[src/rtl/lfsr_core.sv]
// ---------------------------------------------------------------------------------------------
// lfsr_core: registered LFSR step engine.
//
// Advances an externally held LFSR state by DATA_WIDTH single-bit steps for every accepted beat.
// Both Fibonacci and Galois forms are supported. The block is the shared core behind PRNG,
// scrambler/descrambler and CRC wrappers. The wrapper owns the state register and feeds
// state_out back into state_in.
//
// Parameters
//   LFSR_WIDTH        state width in bits (2..64)
//   LFSR_POLY         feedback polynomial; x^LFSR_WIDTH is implied, bit j (j>=1) selects a tap,
//                     and bit 0 is ignored
//   LFSR_CONFIG       "FIBONACCI" or "GALOIS"; any other value stops elaboration
//   LFSR_FEED_FORWARD 0: each output bit is the feedback bit; 1: each output bit is the raw
//                     input bit
//   REVERSE           1: all buses are LSB-first (bit-reversed around the core computation)
//   DATA_WIDTH        bits processed per beat (1..64)
//
// Ports
//   clk        clock; every register updates on the rising edge
//   rst        synchronous, active-high reset; clears every output and wins over in_valid
//   in_valid   beat qualifier; a step happens only while it is high
//   data_in    input bits; the MSB is processed first
//   state_in   current LFSR state
//   out_valid  high for one cycle after an accepted beat
//   data_out   generated bits (registered)
//   state_out  state after DATA_WIDTH steps (registered)
//   lockup     (only when LFSR_LOCKUP_DETECT_EN is defined) set when an accepted beat leaves an
//              all-zero state in generator mode
//
// Optional feature macro: LFSR_LOCKUP_DETECT_EN
//   defined   -> adds the registered 'lockup' output
//   undefined -> no lockup port and no extra logic
// ---------------------------------------------------------------------------------------------
module lfsr_core #(
  parameter int unsigned           LFSR_WIDTH        = 31,
  parameter logic [LFSR_WIDTH-1:0] LFSR_POLY         = 31'h10000001,
  parameter string                 LFSR_CONFIG       = "FIBONACCI",
  parameter bit                    LFSR_FEED_FORWARD = 1'b0,
  parameter bit                    REVERSE           = 1'b0,
  parameter int unsigned           DATA_WIDTH        = 8
) (
  input  logic                  clk,
  input  logic                  rst,
  input  logic                  in_valid,
  input  logic [DATA_WIDTH-1:0] data_in,
  input  logic [LFSR_WIDTH-1:0] state_in,
  output logic                  out_valid,
  output logic [DATA_WIDTH-1:0] data_out,
  output logic [LFSR_WIDTH-1:0] state_out
`ifdef LFSR_LOCKUP_DETECT_EN
  ,
  output logic                  lockup
`endif
);

  // -------------------------------------------------------------------------------------------
  // Elaboration-time parameter checks
  // -------------------------------------------------------------------------------------------
  localparam bit IsGalois    = (LFSR_CONFIG == "GALOIS");
  localparam bit IsFibonacci = (LFSR_CONFIG == "FIBONACCI");

  if (!IsGalois && !IsFibonacci) begin : g_bad_config
    $error("lfsr_core: LFSR_CONFIG must be \"FIBONACCI\" or \"GALOIS\"");
  end

  if (LFSR_WIDTH < 2 || LFSR_WIDTH > 64) begin : g_bad_lfsr_width
    $error("lfsr_core: LFSR_WIDTH must be in 2..64");
  end

  if (DATA_WIDTH < 1 || DATA_WIDTH > 64) begin : g_bad_data_width
    $error("lfsr_core: DATA_WIDTH must be in 1..64");
  end

  // -------------------------------------------------------------------------------------------
  // Input re-ordering
  // The core loop is always written MSB-first. For the LSB-first convention the buses are
  // mirrored on the way in, and mirrored back before they are registered.
  // -------------------------------------------------------------------------------------------
  logic [LFSR_WIDTH-1:0] state_fwd;
  logic [DATA_WIDTH-1:0] data_fwd;

  always_comb begin
    state_fwd = state_in;
    data_fwd  = data_in;
    if (REVERSE) begin
      state_fwd = {<<{state_in}};
      data_fwd  = {<<{data_in}};
    end
  end

  // -------------------------------------------------------------------------------------------
  // Step network
  // The loop is unrolled DATA_WIDTH times into a pure XOR cone; no carries are involved.
  // s_work is the running state and fb is the bit shifted in on each step.
  // -------------------------------------------------------------------------------------------
  logic [LFSR_WIDTH-1:0] state_step;
  logic [DATA_WIDTH-1:0] data_step;

  always_comb begin
    logic [LFSR_WIDTH-1:0] s_work;
    logic                  fb;
    logic                  d;

    s_work    = state_fwd;
    data_step = '0;
    fb        = 1'b0;
    d         = 1'b0;

    for (int i = int'(DATA_WIDTH) - 1; i >= 0; i--) begin
      d = data_fwd[i];

      if (IsGalois) begin
        // Galois: the feedback is just the outgoing MSB plus data.
        // It is injected into every tapped stage after the shift.
        fb     = s_work[LFSR_WIDTH-1] ^ d;
        s_work = {s_work[LFSR_WIDTH-2:0], fb};
        for (int j = 1; j < int'(LFSR_WIDTH); j++) begin
          if (LFSR_POLY[j]) begin
            s_work[j] = s_work[j] ^ fb;
          end
        end
      end else begin
        // Fibonacci: tap j samples stage j-1 (the bit that moves into position j).
        // These taps are XORed into a single feedback bit before the shift.
        fb = s_work[LFSR_WIDTH-1] ^ d;
        for (int j = 1; j < int'(LFSR_WIDTH); j++) begin
          if (LFSR_POLY[j]) begin
            fb = fb ^ s_work[j-1];
          end
        end
        s_work = {s_work[LFSR_WIDTH-2:0], fb};
      end

      // Feed-forward (self-synchronising) mode passes the input bit through unchanged.
      data_step[i] = LFSR_FEED_FORWARD ? d : fb;
    end

    state_step = s_work;
  end

  // -------------------------------------------------------------------------------------------
  // Output re-ordering
  // -------------------------------------------------------------------------------------------
  logic [LFSR_WIDTH-1:0] state_d;
  logic [DATA_WIDTH-1:0] data_d;

  always_comb begin
    state_d = state_step;
    data_d  = data_step;
    if (REVERSE) begin
      state_d = {<<{state_step}};
      data_d  = {<<{data_step}};
    end
  end

  // -------------------------------------------------------------------------------------------
  // Output registers
  // Data and state hold across idle cycles, so a wrapper may sample them late.
  // out_valid is a one-cycle strobe per accepted beat.
  // -------------------------------------------------------------------------------------------
  logic                  valid_q;
  logic [DATA_WIDTH-1:0] data_q;
  logic [LFSR_WIDTH-1:0] state_q;

  always_ff @(posedge clk) begin
    if (rst) begin
      valid_q <= 1'b0;
      data_q  <= '0;
      state_q <= '0;
    end else begin
      valid_q <= in_valid;
      if (in_valid) begin
        data_q  <= data_d;
        state_q <= state_d;
      end
    end
  end

  assign out_valid = valid_q;
  assign data_out  = data_q;
  assign state_out = state_q;

`ifdef LFSR_LOCKUP_DETECT_EN
  // -------------------------------------------------------------------------------------------
  // Lock-up flag
  // An all-zero state is only a problem in generator mode: with zero input data it never
  // leaves zero. In feed-forward mode the state is driven by the input stream, so the flag
  // stays low there. The all-zero test is the same for either bit order.
  // -------------------------------------------------------------------------------------------
  logic lockup_d;
  logic lockup_q;

  always_comb begin
    lockup_d = (state_d == '0) && !LFSR_FEED_FORWARD;
  end

  always_ff @(posedge clk) begin
    if (rst) begin
      lockup_q <= 1'b0;
    end else if (in_valid) begin
      lockup_q <= lockup_d;
    end
  end

  assign lockup = lockup_q;
`endif

endmodule

[config.mk]
export PLATFORM = sky130hd
export DESIGN_NAME = lfsr_core
export DESIGN_NICKNAME = d
export VERILOG_FILES = /design/src/rtl/lfsr_core.sv
export SDC_FILE = /design/constraint.sdc
export NUM_CORES = 1
export LEC_CHECK = 0
export CORE_AREA = 2 2 66 68
export CTS_CLUSTER_DIAMETER = 120
export CTS_CLUSTER_SIZE = 12
export DETAILED_ROUTE_END_ITERATION = 7
export DIE_AREA = 0 0 68 70
export GPL_TIMING_DRIVEN = 0
export HOLD_SLACK_MARGIN = 0.1
export PLACE_DENSITY = 0.74
export SLEW_MARGIN = 10
export SYNTH_ARGS = -nofsm -noshare
export SYNTH_HDL_FRONTEND = slang
export SYNTH_SLANG_ARGS = --single-unit
[constraint.sdc]
create_clock -name clk -period 1.1 [get_ports clk]
set_input_delay 0.11 -clock clk [delete_from_list [all_inputs] [get_ports clk]]
set_output_delay 0.11 -clock clk [all_outputs]
set_load 0.05 [all_outputs]
# Yosys cells after proc, flatten, opt, wreduce, memory -nomap -nowiden
# Index checks and enable logic that the tools add are counted.
# W data, S select, Z words.
# word_totals
reg_bits	40
inputBits	42
out_inout_bits	40
word_cells	19
# classes
n_bitwise	16
# op_table
cell	count
$xor A1 B1 Y1	16

# Longest topological paths before layout
# logic_depth
depth_word	2
ltp_mapped	4
ltp_nobuf	3

# Worst setup path before layout
# Ideal clock, no wire load.
# synth_path
path_type	register to output
from	reg, netlist name data_out[0]
to	out state_out[0]
t_arrival_ns	0.912
t_required_ns	0.990
path_slack_ns	0.078
path_stages_with_launch	2
n_path_buf	1
path_cell_list	dfxtp_1 buf_4
# synth_rtl
item	line	source
end: declaration	50	output logic [LFSR_WIDTH-1:0] state_out

# Worst setup path in the final report
# layout_path
from	in state_in[22]
to	reg data_q[2], in the netlist data_out[2]
# layout_via
elab_chain_cells	1
# layout_rtl
item	line	source
start: declaration	47	input logic [LFSR_WIDTH-1:0] state_in,
$xor A1 B1 Y1	129	fb = fb ^ s_work[j-1];
end signal: assignment	174	data_q <= data_d;
end: declaration	163	logic [DATA_WIDTH-1:0] data_q;
# No other way between the ends.
# A chain may end at the register's enable or synchronous reset.

==> metrics <==
Final Cell Area about 2200 um^2; drc violations 0; root buf cell clkbuf_8; RSZ-0062 raised after global routing no; part of the cycle the worst path needs approximately 96%; critical path fanouts, max 2; hold buffers post-CTS 0; antenna diode count 0; clk_lat worst skew around 0.27 ns; status complete, no violations; Synth Instances approximately 120; Clk pin slew, worst setup/hold paths 0.06 ns; max cap viols 0; Ports 82; htree depth 2; die width 68 um; first-pass GRT wire length 5080 um; vias in the first global route about 1100; synthesized flop and latch total 32; maximum vdd drop roughly 0.85 mV; CP Launch Type input port; gr ovfl total 0; hold crit path type in2reg; Internal between 2 and 2.5 mW; sequential share of power 40.4%; Final Hold Slack 0.173 ns; PwrDens approximately 1500 nW/um^2; vias per inst about 4.3; Yosys warning total 0; pin count of the biggest net entering global routing 11; # rows 24; switching share of power roughly 30%; port bufs 80; DR vias approximately 1100; Post-Route WL around 3100 um; HPWL after DPL approximately 2500 um; Switch Pwr about 0.98 mW; Power, Total roughly 3.2 mW; initial antenna violation count 0; Routed Antenna Nets 0; WS Path Type in2reg; Longest Clk Path Bufs 2; cts bufs inserted 5; fraction of layout cells with a size suffix above 1 30.2%; die boundary height ~70 um; initial DRC count 54; Sink Count 32; Synthesized Nets 160; Seq/Total Area, Yosys a little under half; TritonCTS clock tree built; Placeable Area between 4000 and 5000 um^2; Clk pwr share 29.6%; Total Routing Usage GR ~14%; worst path required time ~1.3 ns; Starting Density roughly a third; Slew Limit Fails 0; Layout Nets around 250; total iterations of the first detailed-routing run 4; Cell Area, Synth 1390 um^2; Period minus WS final approximately 1.1 ns; Final Hold Violating Endpoints 0; Combinational Power Share a little under a third; GP Congestion between 0.7 and 0.8; Leak Pwr ~1.1 nW; CP Capture Type flop; die area roughly 4800 um^2; syn avg cell area between 10 and 15 um^2; Crit path arrival time 1.20 ns; Area after DPL 2250 um^2; Area Growth Syn to Fin 57.2%; Slew HR around 70%; slew of the pin with the lowest slew margin between 0.4 and 0.5 ns; post-synth cell types 9; wire per inst between 10 and 15 um; skew final 0 ns; final setup vio count 0; fmax approximately 0.95 GHz
==> critical path, stage by stage <==
cell,delay [ns]
clkdlybuf4s50_1,0.49
xor3_1,0.40
mux2i_1,0.15
nor2_1,0.05
==> cell usage after synthesis, drive strengths merged <==
master	n	area, um^2
buf	12	110
xor3	8	190
mux2i	31	310
nor2b	1	6.26
clkbuf	3	11.3
dfxtp	32	641
nor2	31	116
==> layer usage <==
| layer | vias to the layer above | GRT usage (%) | share of wire [%] |
|---|---|---|---|
| met3 | 6 | 4.51 | 7.5 |
| li1 | 554 | - | - |
| met2 | 41 | 23.9 | 50 |
| met5 | - | 0 | 0 |
| met1 | 503 | 16.7 | 41 |
| met4 | 0 | 5.33 | 1.7 |
==> flip-flops by register name (all words and copies together) (netlist names) <==
signal	flops
data_out	7
state_out	24
out_valid	1
==> logic make-up after synthesis <==
group                     Yosys count  synth area share [%]
and+or+nand+nor                    32                  8.85
xor gates and xnor gates            8                  13.7
DFF                                32                  46.3
buffers and inverters              15                  8.76
muxes                              31                  22.4
==> cells in the final DEF (no fill, tap or decap), drive strengths merged <==
master,synthesis,layout
buf,12,49
clkdlybuf4s50,0,40
dfxtp,32,32
mux2i,31,31
nor2,31,31
clkbuf,3,12
xor3,8,8
nor2b,1,1
clkdlybuf4s15,0,1
==> timing repair <==
action | 4_1_cts | 5_1_grt
endpoints found under the setup margin | 40 | 27
setup buffers | 0 | 0
pin swaps | 0 | 1
resized for setup | 183 | 27
==> per-stage QoR <==
| step | cells | utilization, % | setup slack, ns | setup TNS [ns] |
|---|---|---|---|---|
| CTS | 257 | 54.3 | 0.000603 | 0 |
| detailed placement | 250 | 54.3 | -0.281 | -12.68 |
| floorplan | 118 | - | 0.0776 | 0 |
| global route | 257 | 52.5 | 0.000893 | 0 |
| global placement | 250 | 54.3 | -0.273 | -12.38 |
| finish | 257 | 52.5 | 0.0470 | 0 |
==> final timing paths <==
| kind | start | slack [ns] | cells past startpoint | to |
|---|---|---|---|---|
| worst min register to register | state_out[22]$_SDFFE_PP0P_ | 0.49 | 2 | state_out[22]$_SDFFE_PP0P_ |
| worst max-delay path | state_in[22] | 0.05 | 4 | data_out[2]$_SDFFE_PP0P_ |
| worst min-delay path | in_valid | 0.17 | 3 | state_out[30]$_SDFFE_PP0P_ |
| worst max register to register | data_out[2]$_SDFFE_PP0P_ | 0.46 | 2 | data_out[2]$_SDFFE_PP0P_ |
==> power groups by stage <==
stage	clock (mW)	combinational [mW]	sequential, mW
3_3_place_gp	0	1.04	1.31
6_report	0.942	0.958	1.29
5_1_grt	1.06	1.01	1.30
4_1_cts	0.989	0.985	1.29
3_5_place_dp	0	1.05	1.31
2_1_floorplan	0	0.380	1.58
==> cell type report <==
| class | instances | area, um^2 |
|---|---|---|
| Buffer | 15 | 123 |
| Clock buffer | 7 | 96.3 |
| Fill cell | 414 | 1970 |
| Multi-Input combinational cell | 71 | 623 |
| Sequential cell | 32 | 643 |
| Tap cell | 52 | 65.1 |
| Timing Repair Buffer | 80 | 627 |
No activity file was read; power rests on OpenSTA's default activity.
